$ cat src/rtl/ammo_pkg.sv
// ammo_pkg: shared types and screen constants for the ammo controller.
//   ammo_state_t : controller state encoding (IDLE, FLYING, COOLDOWN)
//   Y_MIN, Y_MAX : playable vertical range, shared with the obstacle block
//   COORD_W      : width of screen coordinates on the ammo bus
package ammo_pkg;

  typedef enum logic [1:0] {
    IDLE     = 2'd0,
    FLYING   = 2'd1,
    COOLDOWN = 2'd2
  } ammo_state_t;

  localparam int unsigned Y_MIN   = 3;
  localparam int unsigned Y_MAX   = 479;
  localparam int unsigned COORD_W = 10;

endpackage

$ cat src/rtl/ammo_if.sv
// ammo_if: signals between the ammo controller, the keyboard/ship path and
// the obstacle block.
//   fire, ship_x/y/size, bullet_hit          : inputs to the controller
//   ball_ammo_x/y/size, ammo_active, hit_count : controller outputs
// modport master : the ammo controller
// modport slave  : everything around it (ship, keyboard, obstacle block)
interface ammo_if;

  logic        fire;
  logic [9:0]  ship_x;
  logic [9:0]  ship_y;
  logic [9:0]  ship_size;
  logic        bullet_hit;
  logic [9:0]  ball_ammo_x;
  logic [9:0]  ball_ammo_y;
  logic [9:0]  ball_ammo_size;
  logic        ammo_active;
  logic [15:0] hit_count;

  modport master (
    input  fire, ship_x, ship_y, ship_size, bullet_hit,
    output ball_ammo_x, ball_ammo_y, ball_ammo_size, ammo_active, hit_count
  );

  modport slave (
    output fire, ship_x, ship_y, ship_size, bullet_hit,
    input  ball_ammo_x, ball_ammo_y, ball_ammo_size, ammo_active, hit_count
  );

endinterface

$ cat src/rtl/ammo_cooldown_timer.sv
// ammo_cooldown_timer: load/decrement counter for the post-retire lockout.
//   frame_clk, Reset : frame clock, asynchronous active-high reset
//   load, load_val   : load the counter (has priority over dec)
//   dec              : decrement this frame (saturates at 0)
//   expire           : this decrement brings the counter to zero
module ammo_cooldown_timer #(
  parameter int unsigned WIDTH = 4
) (
  input  logic             frame_clk,
  input  logic             Reset,
  input  logic             load,
  input  logic [WIDTH-1:0] load_val,
  input  logic             dec,
  output logic             expire
);

  logic [WIDTH-1:0] cnt_q;
  logic [WIDTH-1:0] cnt_d;

  always_comb begin
    cnt_d = cnt_q;
    if (load) begin
      cnt_d = load_val;
    end else if (dec && (cnt_q != '0)) begin
      cnt_d = cnt_q - WIDTH'(1);
    end
  end

  // Flagged on the decrement that reaches zero, so the owner can leave the
  // lockout on that same edge rather than one frame later.
  assign expire = dec && (cnt_q <= WIDTH'(1));

  always_ff @(posedge frame_clk or posedge Reset) begin
    if (Reset) begin
      cnt_q <= '0;
    end else begin
      cnt_q <= cnt_d;
    end
  end

endmodule

$ cat src/rtl/ammo_controller.sv
// ammo_controller: single-shot projectile controller.
// Launches one ammo ball from the ship on a fire key edge, moves it up
// AMMO_SPEED pixels per frame, and retires it on an obstacle hit or at the
// top of the screen. A retired ball is parked at (0,0).
//   Reset     : asynchronous, active-high
//   frame_clk : one rising edge per video frame
//   bus       : ammo_if.master (fire/ship inputs, bullet_hit, ammo bus out)
// Optional feature: define AMMO_COOLDOWN_EN to add a COOLDOWN_FRAMES lockout
// after each retire (COOLDOWN state + ammo_cooldown_timer).
module ammo_controller
  import ammo_pkg::*;
#(
  parameter int unsigned AMMO_SIZE       = 4,
  parameter int unsigned AMMO_SPEED      = 4,
  parameter int unsigned Y_MIN           = ammo_pkg::Y_MIN,
  parameter int unsigned COOLDOWN_FRAMES = 15
) (
  input  logic    Reset,
  input  logic    frame_clk,
  ammo_if.master  bus
);

  localparam logic [9:0] SPAWN_MIN = 10'(Y_MIN + AMMO_SIZE);
  localparam logic [9:0] TOP_LIMIT = 10'(Y_MIN + AMMO_SIZE + AMMO_SPEED);
  localparam logic [9:0] STEP      = 10'(AMMO_SPEED);

  ammo_state_t state_q, state_d;
  logic [9:0]  x_q, x_d;
  logic [9:0]  y_q, y_d;
  logic        active_q, active_d;
  logic [15:0] hit_q, hit_d;
  logic        fire_prev_q, fire_prev_d;

  logic [9:0]  spawn_y;
  logic        fire_edge;
  logic        retire;

`ifdef AMMO_COOLDOWN_EN
  localparam int unsigned CD_W = (COOLDOWN_FRAMES > 1) ? $clog2(COOLDOWN_FRAMES) : 1;

  logic cd_load;
  logic cd_dec;
  logic cd_expire;

  ammo_cooldown_timer #(
    .WIDTH (CD_W)
  ) u_cooldown (
    .frame_clk (frame_clk),
    .Reset     (Reset),
    .load      (cd_load),
    .load_val  (CD_W'(COOLDOWN_FRAMES - 1)),
    .dec       (cd_dec),
    .expire    (cd_expire)
  );
`endif

  // ship_y >= ship_size is guaranteed by the ship path, so no wrap here.
  assign spawn_y   = bus.ship_y - bus.ship_size;
  assign fire_edge = bus.fire & ~fire_prev_q;

  always_comb begin
    state_d     = state_q;
    x_d         = x_q;
    y_d         = y_q;
    active_d    = active_q;
    hit_d       = hit_q;
    fire_prev_d = bus.fire;
    retire      = 1'b0;
`ifdef AMMO_COOLDOWN_EN
    cd_load     = 1'b0;
    cd_dec      = 1'b0;
`endif

    unique case (state_q)
      IDLE: begin
        if (fire_edge && (spawn_y > SPAWN_MIN)) begin
          x_d      = bus.ship_x;
          y_d      = spawn_y;
          active_d = 1'b1;
          state_d  = FLYING;
        end
      end
      FLYING: begin
        // A hit wins over the top-of-screen check in the same frame.
        if (bus.bullet_hit) begin
          retire = 1'b1;
          hit_d  = hit_q + 16'd1;
        end else if (y_q <= TOP_LIMIT) begin
          retire = 1'b1;
        end else begin
          y_d = y_q - STEP;
        end
      end
      COOLDOWN: begin
`ifdef AMMO_COOLDOWN_EN
        cd_dec = 1'b1;
        if (cd_expire) begin
          state_d = IDLE;
        end
`else
        state_d = IDLE;
`endif
      end
      default: state_d = IDLE;
    endcase

    if (retire) begin
      active_d = 1'b0;
      x_d      = '0;
      y_d      = '0;
`ifdef AMMO_COOLDOWN_EN
      // A one-frame lockout is already covered by the retire edge itself.
      if (COOLDOWN_FRAMES > 1) begin
        state_d = COOLDOWN;
        cd_load = 1'b1;
      end else begin
        state_d = IDLE;
      end
`else
      state_d = IDLE;
`endif
    end
  end

  always_ff @(posedge frame_clk or posedge Reset) begin
    if (Reset) begin
      state_q     <= IDLE;
      x_q         <= '0;
      y_q         <= '0;
      active_q    <= 1'b0;
      hit_q       <= '0;
      fire_prev_q <= 1'b0;
    end else begin
      state_q     <= state_d;
      x_q         <= x_d;
      y_q         <= y_d;
      active_q    <= active_d;
      hit_q       <= hit_d;
      fire_prev_q <= fire_prev_d;
    end
  end

  assign bus.ball_ammo_x    = x_q;
  assign bus.ball_ammo_y    = y_q;
  assign bus.ball_ammo_size = 10'(AMMO_SIZE);
  assign bus.ammo_active    = active_q;
  assign bus.hit_count      = hit_q;

endmodule
$ cat src/flat_wrapper.sv
// flat-port wrapper written by rule: the top's interface ports become plain ports
module ammo_controller_flat import ammo_pkg::*;
#(
  parameter int unsigned AMMO_SIZE       = 4,
  parameter int unsigned AMMO_SPEED      = 4,
  parameter int unsigned Y_MIN           = ammo_pkg::Y_MIN,
  parameter int unsigned COOLDOWN_FRAMES = 15
)
  (Reset, frame_clk, bus_fire, bus_ship_x, bus_ship_y, bus_ship_size, bus_bullet_hit, bus_ball_ammo_x, bus_ball_ammo_y, bus_ball_ammo_size, bus_ammo_active, bus_hit_count);
  ammo_if bus_i ();
  input  logic Reset;
  input  logic frame_clk;
  input wire logic [$bits(bus_i.fire)-1:0] bus_fire;
  input wire logic [$bits(bus_i.ship_x)-1:0] bus_ship_x;
  input wire logic [$bits(bus_i.ship_y)-1:0] bus_ship_y;
  input wire logic [$bits(bus_i.ship_size)-1:0] bus_ship_size;
  input wire logic [$bits(bus_i.bullet_hit)-1:0] bus_bullet_hit;
  output wire logic [$bits(bus_i.ball_ammo_x)-1:0] bus_ball_ammo_x;
  output wire logic [$bits(bus_i.ball_ammo_y)-1:0] bus_ball_ammo_y;
  output wire logic [$bits(bus_i.ball_ammo_size)-1:0] bus_ball_ammo_size;
  output wire logic [$bits(bus_i.ammo_active)-1:0] bus_ammo_active;
  output wire logic [$bits(bus_i.hit_count)-1:0] bus_hit_count;
  assign bus_i.fire = bus_fire;
  assign bus_i.ship_x = bus_ship_x;
  assign bus_i.ship_y = bus_ship_y;
  assign bus_i.ship_size = bus_ship_size;
  assign bus_i.bullet_hit = bus_bullet_hit;
  assign bus_ball_ammo_x = bus_i.ball_ammo_x;
  assign bus_ball_ammo_y = bus_i.ball_ammo_y;
  assign bus_ball_ammo_size = bus_i.ball_ammo_size;
  assign bus_ammo_active = bus_i.ammo_active;
  assign bus_hit_count = bus_i.hit_count;
  ammo_controller #(.AMMO_SIZE(AMMO_SIZE), .AMMO_SPEED(AMMO_SPEED), .Y_MIN(Y_MIN), .COOLDOWN_FRAMES(COOLDOWN_FRAMES)) u_core (.Reset(Reset), .frame_clk(frame_clk), .bus(bus_i));
endmodule
$ cat config.mk
export PLATFORM = sky130hd
export DESIGN_NAME = ammo_controller_flat
export DESIGN_NICKNAME = d
export VERILOG_FILES = /design/src/rtl/ammo_pkg.sv /design/src/rtl/ammo_if.sv /design/src/rtl/ammo_cooldown_timer.sv /design/src/rtl/ammo_controller.sv /design/src/flat_wrapper.sv
export SDC_FILE = /design/constraint.sdc
export NUM_CORES = 1
export LEC_CHECK = 0
export CORE_AREA = 2 2 83 85
export CTS_BUF_LIST = sky130_fd_sc_hd__clkbuf_16
export DETAILED_ROUTE_END_ITERATION = 10
export DIE_AREA = 0 0 85 87
export DONT_BUFFER_PORTS = 1
export PLACE_DENSITY_LB_ADDON = 0.2
export SLEW_MARGIN = 15
export SYNTH_ARGS = -nofsm -noshare
export SYNTH_HDL_FRONTEND = slang
export SYNTH_SLANG_ARGS = --single-unit
$ cat constraint.sdc
create_clock -name frame_clk -period 2.04 [get_ports frame_clk]
set_input_delay 0.102 -clock frame_clk [delete_from_list [all_inputs] [get_ports frame_clk]]
set_output_delay 0.102 -clock frame_clk [all_outputs]
set_load 0.01 [all_outputs]
==> results.txt <==
The worst pin sits at a relative slew slack of 66.29%. The ratio of final minimum period to clock period works out to 103.3%. In the synthesized netlist the dominant register cell turns out to be sky130_fd_sc_hd__dfrtp_1. The cell count of the worst reg-to-reg path was 8. The synthesized design contains 0 enable-type register cells. The critical path starts at bus_ship_y[1]. The arrival time of the worst setup path is 2.30 ns. The signal on the critical path passes through ha_4 > nor2b_4 > o2111a_1 > or3_4 > a222oi_1 > nand4_1 > o21ai_4 > buf_12 > mux2i_1.

The power density relative to cell area was 1004 mW/mm^2. Measured along the x axis, the die boundary spans 85 um. In the synthesized netlist, the number of instances is 269.

The final reports fail on setup timing. For the worst path required time, the log shows 2.23 ns. The tools report the number of max-cap violations as 0.

Reg-to-reg startpoint: u_core.bus.ball_ammo_y[2]. Global router's overall resource usage: 15.32%. Dividing the detail-routed wire length by the instance count gives 14.25 um. The final max-slew violation count came out at 0.

The worst path in the final design needs a cycle of 2.106 ns, including I/O delays and setup. Detailed placement HPWL: 4279 um. The synthesized-area fraction occupied by ao, oa, aoi and oai cells came out at 14.09%. Averaged over all synthesized cells, the footprint is 9.340 sq um. The vertical extent of the die came out at 87 um.

For this run the aggregate overflow at the end of global routing stands at 0. The final hold violation count is 0, and the number of synthesized register bits is 39. The initial utilization of the core area, before any placement, comes to 38.25%. The largest incremental delay on the critical path was 0.39 ns; the CTS buffer count was 5.

Across the routed clock network, the largest skew measured is 0.003327 ns. The slowest library cell on the worst path is sky130_fd_sc_hd__a222oi_1. The die covers 0.007395 sq mm. The clock passes through at most 2 buffers. By startpoint and endpoint, the worst setup path is classified as primary input to flip-flop. The clock network latency to the later pin of the worst-skew pair is 0.28 ns, and the simple-gate share of the synthesized area is 17.88%.

The setup check on the worst reg-to-reg path leaves a slack of 0.11 ns. The via count was 2093; the instance count on the critical path was 9. After Yosys synthesis, full adders, half adders and majority gates account for 7.271% of the synthesized area.

Clock tree synthesis found a total of 39 sinks. Buffers placed on the I/O ports in this run total 0. Area growth from synthesis to layout: 30.68%.

The count of nets left with antenna violations once routing finished came out at 0. The share of the Yosys chip area taken by registers is 38.84%. The root buffer cell chosen for the clock tree is sky130_fd_sc_hd__clkbuf_16.

After clock tree synthesis, the clock-pin slew on the worst setup and hold paths is 0.06 ns. The count of warnings emitted by yosys came out at 0. In this run, placement finished with an instance count of 379.

The sort of element at the start of the critical path was a primary input. After synthesis, the share of cell area in mux cells is 6.026%. The leakage power was 1.592 nW. After synthesis the cells add up to 0.002512 sq mm. Slew at the pin with the worst max-slew slack: 0.5056 ns. The tools report the reg-to-reg endpoint as u_core.bus.ball_ammo_x[7]. Yosys mapped the design onto 50 distinct sky130hd cell types. The worst setup path is captured at a flip-flop.

The run finished, with violations left. The final worst setup slack was -0.06637 ns; the wire length after detailed routing was 5756 um. The number of buffers and inverters on the critical path was 1. The tools report the highest achievable clock rate as 0.4748 GHz.

Setup repair after global routing could not meet its margin everywhere. Row generation in the floorplan step produced 30 rows. The cell family contributing the most delay on the critical path is compound AO/OA/AOI/OAI gates.

The length of the first detailed-routing pass in iterations was 5; the last weighted congestion value of the routability-driven placer was 0.8216. Counting flops with an async set or reset pin after synthesis yields a share of 100.0%. The worst setup path endpoint was u_core.bus.ball_ammo_x[7]. Dividing the detail-routed via count by the number of cells gives 5.181.

The number of global-route vias before repair was 1949. Cells fill 49.98% of the core in the end. The first global-routing pass estimated 9163 um of wire.

The highest fanout seen on the critical path works out to 13. Setup violations remaining at the end of the flow were counted as 13. The maximum vdd drop came out at 0.5661 mV. The logs give 371 for the net count of the finished layout and 0 for the initial antenna violation count.

The logs give 0 for the final antenna diode count and 0 for the DRC violation count after routing. The worst hold path belongs to the class primary input to flip-flop. Entering global routing, the biggest net connects 34 pins. In this run the count of I/O pins placed on the die edge is 81. Main combinational cell family by area after synthesis: simple AND/OR/NAND/NOR gates. The core region is 0.006569 sq mm. In this run the number of H-tree levels came out at 2.

The number of non-filler instances in the completed layout was 404; the fraction of layout cells with a size suffix above 1 was 22.22%. DRC violation total after the first TritonRoute iteration: 107. TritonCTS built the clock tree. The xor and xnor fraction of the mapped netlist area was 7.321%.
-- power breakdown --
group | internal, mW | total [mW] | leakage [nW] | switching [mW]
clock | 0.570 | 0.861 | 0.0812 | 0.291
combinational | 0.542 | 1.08 | 1.00 | 0.538
sequential | 0.996 | 1.36 | 0.506 | 0.359
total | 2.11 | 3.30 | 1.59 | 1.19
-- cell families after synthesis --
| kind of cell | after synthesis |
|---|---|
| mux | 15 |
| xor+xnor | 21 |
| compound gates | 47 |
| simple gates | 90 |
| other cells | 2 |
| buf+inv | 41 |
| fa+ha+maj | 14 |
| flops | 39 |
-- through the flow --
stage,power (mW),cell area [sq um],TNS [ns],hold slack [ns],setup WS (ns)
6_report,3.296,3283,-0.3641,0.02511,-0.06637
4_1_cts,3.300,3218,-0.3191,0.01416,-0.04052
5_1_grt,3.527,3283,-3.134,0.02541,-0.2316
3_3_place_gp,2.368,2907,-6.377,-0.07728,-0.3438
2_1_floorplan,2.041,2636,-4.490,0.1334,-0.3320
3_5_place_dp,2.393,2907,-7.504,-0.07746,-0.4046
-- layer usage --
layer | part of all wire [%] | track usage (%) | up-vias
met1 | 45 | 19.25 | 1004
met2 | 49 | 25.92 | 53
met3 | 4.7 | 3.223 | 6
met5 | 0 | 0 | -
met4 | 1.3 | 5.772 | 0
li1 | - | - | 1030
-- layout make-up --
type                            instances  area [sq um]
Tap cell                               80         100.1
Timing Repair Buffer                   54         457.9
Fill cell                             620          3286
Multi-Input combinational cell        197          1480
Sequential cell                        39         975.9
Clock buffer                            5         125.1
Inverter                               26         105.1
Clock inverter                          3         38.79
-- state kept, by name, summed over array words and instances (netlist names) --
register	cells
u_core.bus.ammo_active	1
u_core.bus.ball_ammo_x	10
u_core.bus.ball_ammo_y	10
u_core.bus.hit_count	16
u_core.fire_prev_q	1
u_core.state_q	1
-- worst reg2reg max path: stages (launching register included) --
cell and delay, ns:
sky130_fd_sc_hd__dfrtp_1 0.43, sky130_fd_sc_hd__inv_1 0.08, sky130_fd_sc_hd__ha_1 0.19, sky130_fd_sc_hd__nand3_1 0.09, sky130_fd_sc_hd__a21oi_1 0.09, sky130_fd_sc_hd__a21oi_1 0.22
sky130_fd_sc_hd__nand2b_1 0.46, sky130_fd_sc_hd__nand2_1 0.11, sky130_fd_sc_hd__mux2i_1 0.17
-- layout by cell type, fill, tap and decap left out, types with 8 or more instances in the layout --
cell	count
sky130_fd_sc_hd__inv_1	22
sky130_fd_sc_hd__dlygate4sd3_1	13
sky130_fd_sc_hd__mux2i_1	14
sky130_fd_sc_hd__buf_4	38
sky130_fd_sc_hd__nand2_1	27
sky130_fd_sc_hd__nor2_1	17
sky130_fd_sc_hd__ha_1	8
sky130_fd_sc_hd__conb_1	10
sky130_fd_sc_hd__dfrtp_1	39
sky130_fd_sc_hd__nand3_1	13
sky130_fd_sc_hd__xnor2_1	15
-- worst min path at each step --
| stage | slack, ns | start | depth (start not counted) | endpoint |
|---|---|---|---|---|
| 2_1_floorplan | 0.13 | bus_fire | 0 | u_core.fire_prev_q |
| 3_3_place_gp | -0.08 | Reset | 1 | u_core.bus.hit_count[5] |
| 3_5_place_dp | -0.08 | Reset | 1 | u_core.bus.hit_count[5] |
| 4_1_cts | 0.01 | bus_bullet_hit | 2 | u_core.bus.hit_count[0] |
| 5_1_grt | 0.03 | bus_bullet_hit | 2 | u_core.bus.hit_count[0] |
| 6_report | 0.03 | bus_bullet_hit | 2 | u_core.bus.hit_count[0] |
-- synthesized netlist by cell type (2+ instances only) --
| master | count | area, sq um |
|---|---|---|
| sky130_fd_sc_hd__o21ai_0 | 7 | 35.03 |
| sky130_fd_sc_hd__clkbuf_1 | 4 | 15.01 |
| sky130_fd_sc_hd__or2_2 | 2 | 12.51 |
| sky130_fd_sc_hd__buf_4 | 10 | 75.07 |
| sky130_fd_sc_hd__xnor2_1 | 15 | 131.4 |
| sky130_fd_sc_hd__o21a_1 | 5 | 37.54 |
| sky130_fd_sc_hd__o2111ai_1 | 3 | 26.28 |
| sky130_fd_sc_hd__a211oi_1 | 2 | 15.01 |
| sky130_fd_sc_hd__conb_1 | 2 | 7.510 |
| sky130_fd_sc_hd__or3_1 | 3 | 18.77 |
| sky130_fd_sc_hd__o32ai_1 | 2 | 17.52 |
| sky130_fd_sc_hd__a21oi_1 | 7 | 35.03 |
| sky130_fd_sc_hd__dfrtp_1 | 39 | 975.9 |
| sky130_fd_sc_hd__a21o_1 | 2 | 15.01 |
| sky130_fd_sc_hd__nand2_1 | 27 | 101.4 |
| sky130_fd_sc_hd__o311ai_0 | 2 | 17.52 |
| sky130_fd_sc_hd__o221ai_1 | 2 | 17.52 |
| sky130_fd_sc_hd__nor2_1 | 17 | 63.81 |
| sky130_fd_sc_hd__xor2_1 | 6 | 52.55 |
| sky130_fd_sc_hd__and4_1 | 3 | 26.28 |
| sky130_fd_sc_hd__and2_1 | 3 | 18.77 |
| sky130_fd_sc_hd__mux2i_1 | 14 | 140.1 |
| sky130_fd_sc_hd__nand2b_1 | 6 | 37.54 |
| sky130_fd_sc_hd__a21boi_0 | 2 | 15.01 |
| sky130_fd_sc_hd__nand3_1 | 13 | 65.06 |
| sky130_fd_sc_hd__o211ai_1 | 2 | 15.01 |
| sky130_fd_sc_hd__inv_1 | 26 | 97.59 |
| sky130_fd_sc_hd__nand4_1 | 5 | 31.28 |
| sky130_fd_sc_hd__nor3_1 | 2 | 10.01 |
| sky130_fd_sc_hd__nor3b_1 | 3 | 22.52 |
| sky130_fd_sc_hd__nor2b_1 | 2 | 12.51 |
| sky130_fd_sc_hd__ha_1 | 13 | 162.7 |
-- repair_timing --
| action | CTS | global route |
|---|---|---|
| setup endpoints to repair | 16 | 21 |
| hold endpoints to repair | 18 | 0 |
| hold buffers | 13 | 0 |
| buffers inserted | 1 | 4 |
| pin swaps | 3 | 6 |
| gates resized for setup | 4 | 10 |
Note: power is estimated with default switching activity, not from simulation.
